File: config.mk
export PLATFORM = sky130hd
export DESIGN_NAME = data_mem_responder_flat
export DESIGN_NICKNAME = d
export VERILOG_FILES = /design/src/rtl/data_mem_responder_pkg.sv /design/src/rtl/data_mem_responder_if.sv /design/src/rtl/data_mem_responder_byte_array.sv /design/src/rtl/data_mem_responder.sv /design/src/flat_wrapper.sv
export SDC_FILE = /design/constraint.sdc
export NUM_CORES = 1
export LEC_CHECK = 0
export CORE_MARGIN = 2
export CORE_UTILIZATION = 50
export CTS_CLUSTER_SIZE = 14
export DETAILED_ROUTE_END_ITERATION = 7
export HOLD_SLACK_MARGIN = 0.08
export MAX_ROUTING_LAYER = met4
export PLACE_DENSITY = 0.74
export SLEW_MARGIN = 20
export SYNTH_ARGS = -nofsm -noshare
export SYNTH_HDL_FRONTEND = slang
export SYNTH_HIERARCHICAL = 1
export SYNTH_SLANG_ARGS = --single-unit
export TNS_END_PERCENT = 100
File: constraint.sdc
create_clock -name clk -period 15.35 [get_ports clk]
set_clock_uncertainty 0.1 [all_clocks]
set_input_delay 3.8375 -clock clk [delete_from_list [all_inputs] [get_ports clk]]
set_output_delay 3.8375 -clock clk [all_outputs]
set_load 0.1 [all_outputs]
File: src/rtl/data_mem_responder_pkg.sv
// Shared constants and helpers for the data memory responder: FSM encoding,
// access-size encoding, default geometry/timing and the fault predicate.
package dmem_pkg;

    localparam logic [1:0] ST_IDLE = 2'd0;
    localparam logic [1:0] ST_WAIT = 2'd1;
    localparam logic [1:0] ST_DONE = 2'd2;

    typedef enum logic {
        SZ_WORD = 1'b0,
        SZ_HALF = 1'b1
    } access_size_t;

    localparam int unsigned DMEM_DEPTH_BYTES_DEF = 128;
    localparam int unsigned DMEM_WAIT_CYCLES_DEF = 2;

    // 33-bit last-byte sum so that a wrap past 0xFFFFFFFF reads as out of range
    function automatic logic access_fault(input logic [31:0]  addr,
                                          input access_size_t size,
                                          input logic [32:0]  depth);
        logic [32:0] last;
        logic        misaligned;
        last       = {1'b0, addr} + ((size == SZ_WORD) ? 33'd3 : 33'd1);
        misaligned = (size == SZ_WORD) ? (addr[1:0] != 2'b00) : addr[0];
        return misaligned || (last >= depth);
    endfunction

endpackage

File: src/rtl/data_mem_responder_if.sv
// Request/response bundle between the control unit (master) and the data
// memory responder (slave).
interface data_mem_responder_if;
    logic        req;
    logic        mWR;
    logic        getHW;
    logic [31:0] addr;
    logic [31:0] wdata;
    logic        ready;
    logic [31:0] rdata;
    logic        err;
    logic        busy;

    modport master (output req, mWR, getHW, addr, wdata,
                    input  ready, rdata, err, busy);
    modport slave  (input  req, mWR, getHW, addr, wdata,
                    output ready, rdata, err, busy);
endinterface

File: src/rtl/data_mem_responder_byte_array.sv
// Word-organised storage split into four byte lanes; lane 0 holds the lowest
// byte address of each word (bits [31:24]). One write port, async read.
module dmem_byte_array #(
    parameter int unsigned WORDS = 32,
    parameter int unsigned AW    = 5
) (
    input  logic          clk,
    input  logic [3:0]    i_we,
    input  logic [AW-1:0] i_waddr,
    input  logic [31:0]   i_wdata,
    input  logic [AW-1:0] i_raddr,
    output logic [31:0]   o_rdata
);

    for (genvar lane = 0; lane < 4; lane++) begin : g_lane
        logic [7:0] r_lane [WORDS];

        always_ff @(posedge clk) begin
            if (i_we[lane]) begin
                r_lane[i_waddr] <= i_wdata[31-8*lane -: 8];
            end
        end

        assign o_rdata[31-8*lane -: 8] = r_lane[i_raddr];
    end

endmodule

File: src/rtl/data_mem_responder.sv
// Data memory responder: accepts one load/store at a time, answers with a
// one-cycle ready pulse. Define DMEM_WAIT_EN to add WAIT_CYCLES access cycles.
module data_mem_responder
    import dmem_pkg::*;
#(
    parameter int unsigned DEPTH_BYTES = DMEM_DEPTH_BYTES_DEF,
    parameter int unsigned WAIT_CYCLES = DMEM_WAIT_CYCLES_DEF
) (
    input  logic                 clk,
    input  logic                 reset,
    data_mem_responder_if.slave  bus
);

    localparam int unsigned WORDS = DEPTH_BYTES / 4;
    localparam int unsigned AW    = (WORDS > 1) ? $clog2(WORDS) : 1;

    logic [1:0]    r_state;
    logic [1:0]    w_state_nxt;
    logic [AW+1:0] r_addr;
    logic          r_wr;
    access_size_t  r_size;
    logic          r_fault;

    access_size_t  w_size_in;
    logic          w_fault_in;
    logic          w_accept;
    logic          w_wait_done;
    logic          w_commit_idle;
    logic          w_commit_wait;
    logic [3:0]    w_we;
    logic [AW-1:0] w_waddr;
    logic [31:0]   w_wdata;
    logic [31:0]   w_rword;
    logic          w_done;

    assign w_size_in  = (bus.mWR || !bus.getHW) ? SZ_WORD : SZ_HALF;
    assign w_fault_in = access_fault(bus.addr, w_size_in, 33'(DEPTH_BYTES));
    assign w_accept   = (r_state == ST_IDLE) && bus.req;
    assign w_done     = (r_state == ST_DONE);

`ifdef DMEM_WAIT_EN
    localparam bit USE_WAIT = (WAIT_CYCLES > 0);

    logic [3:0]  r_wait_cnt;
    logic [31:0] r_wdata;

    assign w_wait_done   = (r_wait_cnt == 4'd0);
    assign w_commit_wait = (r_state == ST_WAIT) && w_wait_done && r_wr && !r_fault;

    always_ff @(posedge clk) begin
        if (reset) begin
            r_wait_cnt <= 4'd0;
            r_wdata    <= 32'd0;
        end else begin
            if (w_accept) begin
                r_wdata <= bus.wdata;
            end
            if (w_accept && USE_WAIT) begin
                r_wait_cnt <= 4'(WAIT_CYCLES - 1);
            end else if ((r_state == ST_WAIT) && !w_wait_done) begin
                r_wait_cnt <= r_wait_cnt - 4'd1;
            end
        end
    end
`else
    localparam bit USE_WAIT = 1'b0;

    logic [31:0] r_wdata;

    assign w_wait_done   = 1'b1;
    assign w_commit_wait = 1'b0;
    assign r_wdata       = 32'd0;
`endif

    always_comb begin
        w_state_nxt = r_state;
        case (r_state)
            ST_IDLE: if (bus.req) w_state_nxt = USE_WAIT ? ST_WAIT : ST_DONE;
`ifdef DMEM_WAIT_EN
            ST_WAIT: if (w_wait_done) w_state_nxt = ST_DONE;
`endif
            ST_DONE: w_state_nxt = ST_IDLE;
            default: w_state_nxt = ST_IDLE;
        endcase
    end

    // Without wait cycles the store lands on the accept edge itself, straight from the bus.
    assign w_commit_idle = w_accept && !USE_WAIT && bus.mWR && !w_fault_in;
    assign w_we          = {4{!reset && (w_commit_idle || w_commit_wait)}};
    assign w_waddr       = w_commit_idle ? bus.addr[AW+1:2] : r_addr[AW+1:2];
    assign w_wdata       = w_commit_idle ? bus.wdata : r_wdata;

    always_ff @(posedge clk) begin
        if (reset) begin
            r_state <= ST_IDLE;
            r_addr  <= '0;
            r_wr    <= 1'b0;
            r_size  <= SZ_WORD;
            r_fault <= 1'b0;
        end else begin
            r_state <= w_state_nxt;
            if (w_accept) begin
                r_addr  <= bus.addr[AW+1:0];
                r_wr    <= bus.mWR;
                r_size  <= w_size_in;
                r_fault <= w_fault_in;
            end
        end
    end

    dmem_byte_array #(
        .WORDS (WORDS),
        .AW    (AW)
    ) u_array (
        .clk     (clk),
        .i_we    (w_we),
        .i_waddr (w_waddr),
        .i_wdata (w_wdata),
        .i_raddr (r_addr[AW+1:2]),
        .o_rdata (w_rword)
    );

    always_comb begin
        bus.rdata = 32'd0;
        if (w_done && !r_wr && !r_fault) begin
            if (r_size == SZ_HALF) begin
                bus.rdata = {16'd0, (r_addr[1] ? w_rword[15:0] : w_rword[31:16])};
            end else begin
                bus.rdata = w_rword;
            end
        end
    end

    assign bus.ready = w_done;
    assign bus.err   = w_done && r_fault;
    assign bus.busy  = (r_state != ST_IDLE);

endmodule

File: src/flat_wrapper.sv
// flat-port wrapper written by rule: the top's interface ports become plain ports
module data_mem_responder_flat import dmem_pkg::*;
#(
    parameter int unsigned DEPTH_BYTES = DMEM_DEPTH_BYTES_DEF,
    parameter int unsigned WAIT_CYCLES = DMEM_WAIT_CYCLES_DEF
)
  (clk, reset, bus_req, bus_mWR, bus_getHW, bus_addr, bus_wdata, bus_ready, bus_rdata, bus_err, bus_busy);
  data_mem_responder_if bus_i ();
  input  logic clk;
  input  logic reset;
  input wire logic [$bits(bus_i.req)-1:0] bus_req;
  input wire logic [$bits(bus_i.mWR)-1:0] bus_mWR;
  input wire logic [$bits(bus_i.getHW)-1:0] bus_getHW;
  input wire logic [$bits(bus_i.addr)-1:0] bus_addr;
  input wire logic [$bits(bus_i.wdata)-1:0] bus_wdata;
  output wire logic [$bits(bus_i.ready)-1:0] bus_ready;
  output wire logic [$bits(bus_i.rdata)-1:0] bus_rdata;
  output wire logic [$bits(bus_i.err)-1:0] bus_err;
  output wire logic [$bits(bus_i.busy)-1:0] bus_busy;
  assign bus_i.req = bus_req;
  assign bus_i.mWR = bus_mWR;
  assign bus_i.getHW = bus_getHW;
  assign bus_i.addr = bus_addr;
  assign bus_i.wdata = bus_wdata;
  assign bus_ready = bus_i.ready;
  assign bus_rdata = bus_i.rdata;
  assign bus_err = bus_i.err;
  assign bus_busy = bus_i.busy;
  data_mem_responder #(.DEPTH_BYTES(DEPTH_BYTES), .WAIT_CYCLES(WAIT_CYCLES)) u_core (.clk(clk), .reset(reset), .bus(bus_i));
endmodule
# After elaboration in Yosys (flattened, before gate mapping)
# Memories as Yosys holds them, arrays and structs flattened. A register that Yosys moved wholly into a read port is not among the register bits.
# Cells that the tools add are included.
# totals
register_bits	11
ramBits	1024
wordCells	47
mem_count	4
# memory_table
name	words	width	read_ports	rd_clocked_by_memory_dff	wr	line_no	text
u_core.u_array.g_lane[0].r_lane	32	8	1	1	1	data_mem_responder_byte_array.sv:16	logic [7:0] r_lane [WORDS];
u_core.u_array.g_lane[1].r_lane	32	8	1	1	1	data_mem_responder_byte_array.sv:16	
u_core.u_array.g_lane[2].r_lane	32	8	1	1	1	data_mem_responder_byte_array.sv:16	
u_core.u_array.g_lane[3].r_lane	32	8	1	1	1	data_mem_responder_byte_array.sv:16	
# op_classes
n_addsub	1
magnitude_cmp	1
muxes	18
bitwise	1
n_reduce_logical	17
# ops
op	n
2-to-1 mux 32 bit	3
2-to-1 mux 5 bit	9
adder 32 x 33 -> 33 bit	1
>= comparator 33 x 8 -> 1 bit, second input constant	1
2-to-1 mux 16 bit	1
logical AND 1 bit	7
logical NOT 1 bit	5
2-to-1 mux 1 bit	4
logical NOT 2 bit	1
logical OR 1 bit	2
2-to-1 mux 2 bit	1
nonzero test 2 bit	1
OR reduction 2 bit	1
inverter 1 bit	1

# Depth between registers and ports, before layout
# depth
depth_word	11
depth_mapped	14
depth_no_buf	13

# Hierarchy
# Netlist, hierarchy kept.
# by_module_without_submodules
module	n_inst	cells_each	area_each_um2	seq_area_each_um2
dmem_byte_array	1	2370	40697.8	30749.5
data_mem_responder	1	239	1492.7	200.2

# Least setup slack after synthesis
# OpenSTA, ideal clock, no wires.
# synth_timing
path_kind	input port to flip-flop
start	input port bus_mWR
end	memory u_core.u_array.g_lane[0].r_lane[19][0] (enable)
setup_ps	332
arrival_time_ps	7074
setup_slack_ps	7844
stages	13
path_buffers	1
cell_sequence	nand2b_1 > ha_1 > a21oi_1 > nor4_2 > nand4_1 > mux2i_1 > o2111ai_1 > nor4_2 > buf_4 > mux2_1 > or3b_2 > nor2_1 > and2_1
# synth_between
elab_cells_between_ends	13
# synth_lines
item	line_no	text
start: declaration	flat_wrapper.sv:12	input wire logic [$bits(bus_i.mWR)-1:0] bus_mWR;
logical OR 1 bit	data_mem_responder.sv:36	assign w_size_in = (bus.mWR || !bus.getHW) ? SZ_WORD : SZ_HALF;
2-to-1 mux 2 bit	data_mem_responder_pkg.sv:23	last = {1'b0, addr} + ((size == SZ_WORD) ? 33'd3 : 33'd1);
adder 32 x 33 -> 33 bit	data_mem_responder_pkg.sv:23	
>= comparator 33 x 8 -> 1 bit	data_mem_responder_pkg.sv:25	return misaligned || (last >= depth);
logical OR 1 bit	data_mem_responder_pkg.sv:25	
logical NOT 1 bit	data_mem_responder.sv:88	assign w_commit_idle = w_accept && !USE_WAIT && bus.mWR && !w_fault_in;
logical AND 1 bit *	data_mem_responder.sv:88	
2-to-1 mux 5 bit *	data_mem_responder.sv:90	assign w_waddr = w_commit_idle ? bus.addr[AW+1:2] : r_addr[AW+1:2];
named net u_core.w_waddr[3]	data_mem_responder.sv:31	logic [AW-1:0] w_waddr;
end: declaration	data_mem_responder_byte_array.sv:16	
# Mark *: on every way through the listed nets, which the timed path passes. The rest lies on a longest branch.

==> out/qor.csv <==
metric,value,unit
synthTopCellsByCount,"edfxtp_1 (1024), mux2i_1 (517), and2_1 (179)",
core,0.0836,sq mm
seqPwrFrac,0.519,
io_pins,104,
holdPathStages,2,
regArea,0.0310,sq mm
clkSlewWorstSetupHoldPaths,0.06,ns
cp_data_arrival_time,5.83,ns
holdCritPathClass,reg2reg,
drc,0,
synth_edf_count,1024,
synth-seq-cells,1034,
clk_path_buf_depth,3,
swShare,0.211,
ys.warnings.count,6,
fmax,102,MHz
drtIter0Drc,2811,
crit_path_max_incr_delay,1.18,ns
finalMaxSlewViolations,0,
die_area,0.0867,sq mm
grt_pass1_wl,150000,um
rsz0062_at_grt,false,
cellPowerDensity,124,mW/mm^2
synth.most_common_cell,edfxtp_1,
fill_cells,6213,
synthTopCellsByArea,"edfxtp_1 (73%), mux2i_1 (12%), and2_1 (2.7%)",
p_clk_frac,0.425,
synthesis.area,0.0422,sq mm
combinationalPowerShare,0.056,
ant_nets,0,
cts_num_sinks,1034,
switching_power,1.24,mW
yosysTopAreaCell,edfxtp_1,
p_leak,13.8,nW
vias_per_cell,6.13,
rr_worst_depth,8,
cp_data_required_time,11.41,ns
synth_top_area_share,0.729,
synth.net_count,2679,
path_max_fanout,64,
period_minus_slack,9.77,ns
rows,106,
finalSetupTns,0,ns
crit_top_cell,buf_4,
timing.hold.ws,0.373,ns
vdd_drop_max,0.0000861,V
htreeDepth,3,
cts_tree,built,
start_kind,flop,
start_util,0.505,
worst_pin_slew,1.18,ns
multiInputGateArea,0.0104,sq mm
grt_pass1_vias,23600,
cts_made_buffers,102,
syn_inst,2609,
ys.flop_type,edfxtp_1,
grt_use_total,0.243,
total_power,5.89,mW
setup_viol_count_final,0,
drive_above_1_share,0.0810,
grt_max_degree,143,
post-cts-setup-buffers,0,
routedWlPerCell,26.5,um
syn_avg_cell_area,16.2,sq um
synth_seq_area_share,0.734,
die_h,294,um
antenna_found_initial,3,
criticalPathCategory,reg2out,
root_buffer,clkbuf_16,
crit_slowest_cell,clkdlybuf4s50_1,
final_nets,2788,
hold_viol,0,
grt_overflow,0,
io_buffers,103,
synth-async-reset-ratio,0,
area_growth,12.8,%
via_count,23800,
place.gp.congestion,0.910,
p_int,4.65,mW
die_w,294,um
cp_cell_sequence,buf_4 -> buf_4 -> mux2i_1 -> a22o_1 -> nor3_1 -> a31oi_1 -> nand3_1 -> nand2_1 -> a21oi_1 -> clkdlybuf4s50_1,
worstSkewPairLatency,0.65,ns
routed_wl,103000,um
max_cap_violations,0,
slew_headroom,0.212,
endpoint_kind,output port,
holdBufCountCts,0,
first_pass_iters,6,
fin_crit_sh,0.636,
netlist-cell-type-count,42,
status,"finished, final reports clean",
dp_hpwl,65000,um
cts_resized,0,
-- state kept, by name, summed over array words and instances, names as in the netlist --
register,cells
u_core/r_size,1
u_core/r_fault,1
u_core/u_array/g_lane.r_lane,1024
u_core/r_addr,6
u_core/r_state,1
u_core/r_wr,1
-- routing by layer --
| layer | global-route usage | share of wire | vias up |
|---|---|---|---|
| met5 | - | 0 | - |
| met4 | 0.0840 | 0.036 | 0 |
| met3 | 0.0516 | 0.094 | 250 |
| met2 | 0.383 | 0.48 | 1241 |
| met1 | 0.315 | 0.39 | 12000 |
| li1 | - | - | 10300 |
-- worst paths after layout --
path / startpoint / endpoint / slack (ns)
max: u_core/r_addr[2] / bus_rdata[0] / 5.58
min reg2reg: u_core/r_wr / u_core/r_wr / 0.37
min: u_core/r_wr / u_core/r_wr / 0.37
max reg2reg: u_core/r_state[1] / u_core/u_array/g_lane[2].r_lane[17][1] / 10.95
-- placed cells by master (no fill, tap or decap), types with 64 or more instances in the layout --
| cell | netlist | final |
|---|---|---|
| and2_1 | 179 | 178 |
| clkdlybuf4s50_1 | 0 | 103 |
| a22oi_1 | 97 | 97 |
| nand2_1 | 156 | 155 |
| a22o_1 | 64 | 64 |
| a21oi_1 | 124 | 124 |
| edfxtp_1 | 1024 | 1024 |
| nand3_1 | 108 | 108 |
| clkbuf_16 | 0 | 107 |
| mux2i_1 | 517 | 517 |
-- cells by family after synthesis --
family          share of synthesized area
buf+inv                            0.0211
fa+ha+maj                        0.000297
flops                               0.734
compound gates                     0.0517
mux                                 0.124
xor+xnor                         0.000415
simple gates                       0.0689
-- power by group through the flow --
| stage | logic, mW | clock network, mW | registers, mW |
|---|---|---|---|
| global placement | 0.319 | 0 | 3.12 |
| finish | 0.329 | 2.50 | 3.06 |
| global route | 0.342 | 2.64 | 3.06 |
| detailed placement | 0.323 | 0 | 3.12 |
| floorplan | 0.216 | 0 | 3.12 |
| CTS | 0.324 | 2.52 | 3.06 |
-- through the flow --
stage / setup WS, ns / instance area (sq um) / std cells / utilization
finish: 5.58 / 47600 / 3886 / 0.570
CTS: 5.54 / 47600 / 3882 / 0.569
global route: 5.36 / 47600 / 3883 / 0.570
detailed placement: 6.11 / 44200 / 3694 / 0.529
global placement: 6.16 / 44200 / 3694 / 0.529
floorplan: 7.84 / 42200 / 2609 / -
-- final cells by class --
class | count | share of cell area
diodes | 4 | 0.000210
clock buffers | 123 | 0.0575
multi-input cells | 1419 | 0.218
clock inverters | 65 | 0.0138
flip-flops and latches | 1034 | 0.650
well taps | 1080 | 0.0284
repair buffers | 160 | 0.0312
inverters | 1 | 0.0000789
-- worst max-delay path, delay by kind of cell, from the launching register on --
kind / cells / cell delay [ns]
mux: 1 / 0.18
buf+inv: 3 / 2.89
flops: 1 / 0.60
simple gates: 3 / 0.83
compound gates: 3 / 0.64
No activity file was read; power rests on OpenSTA's default activity.
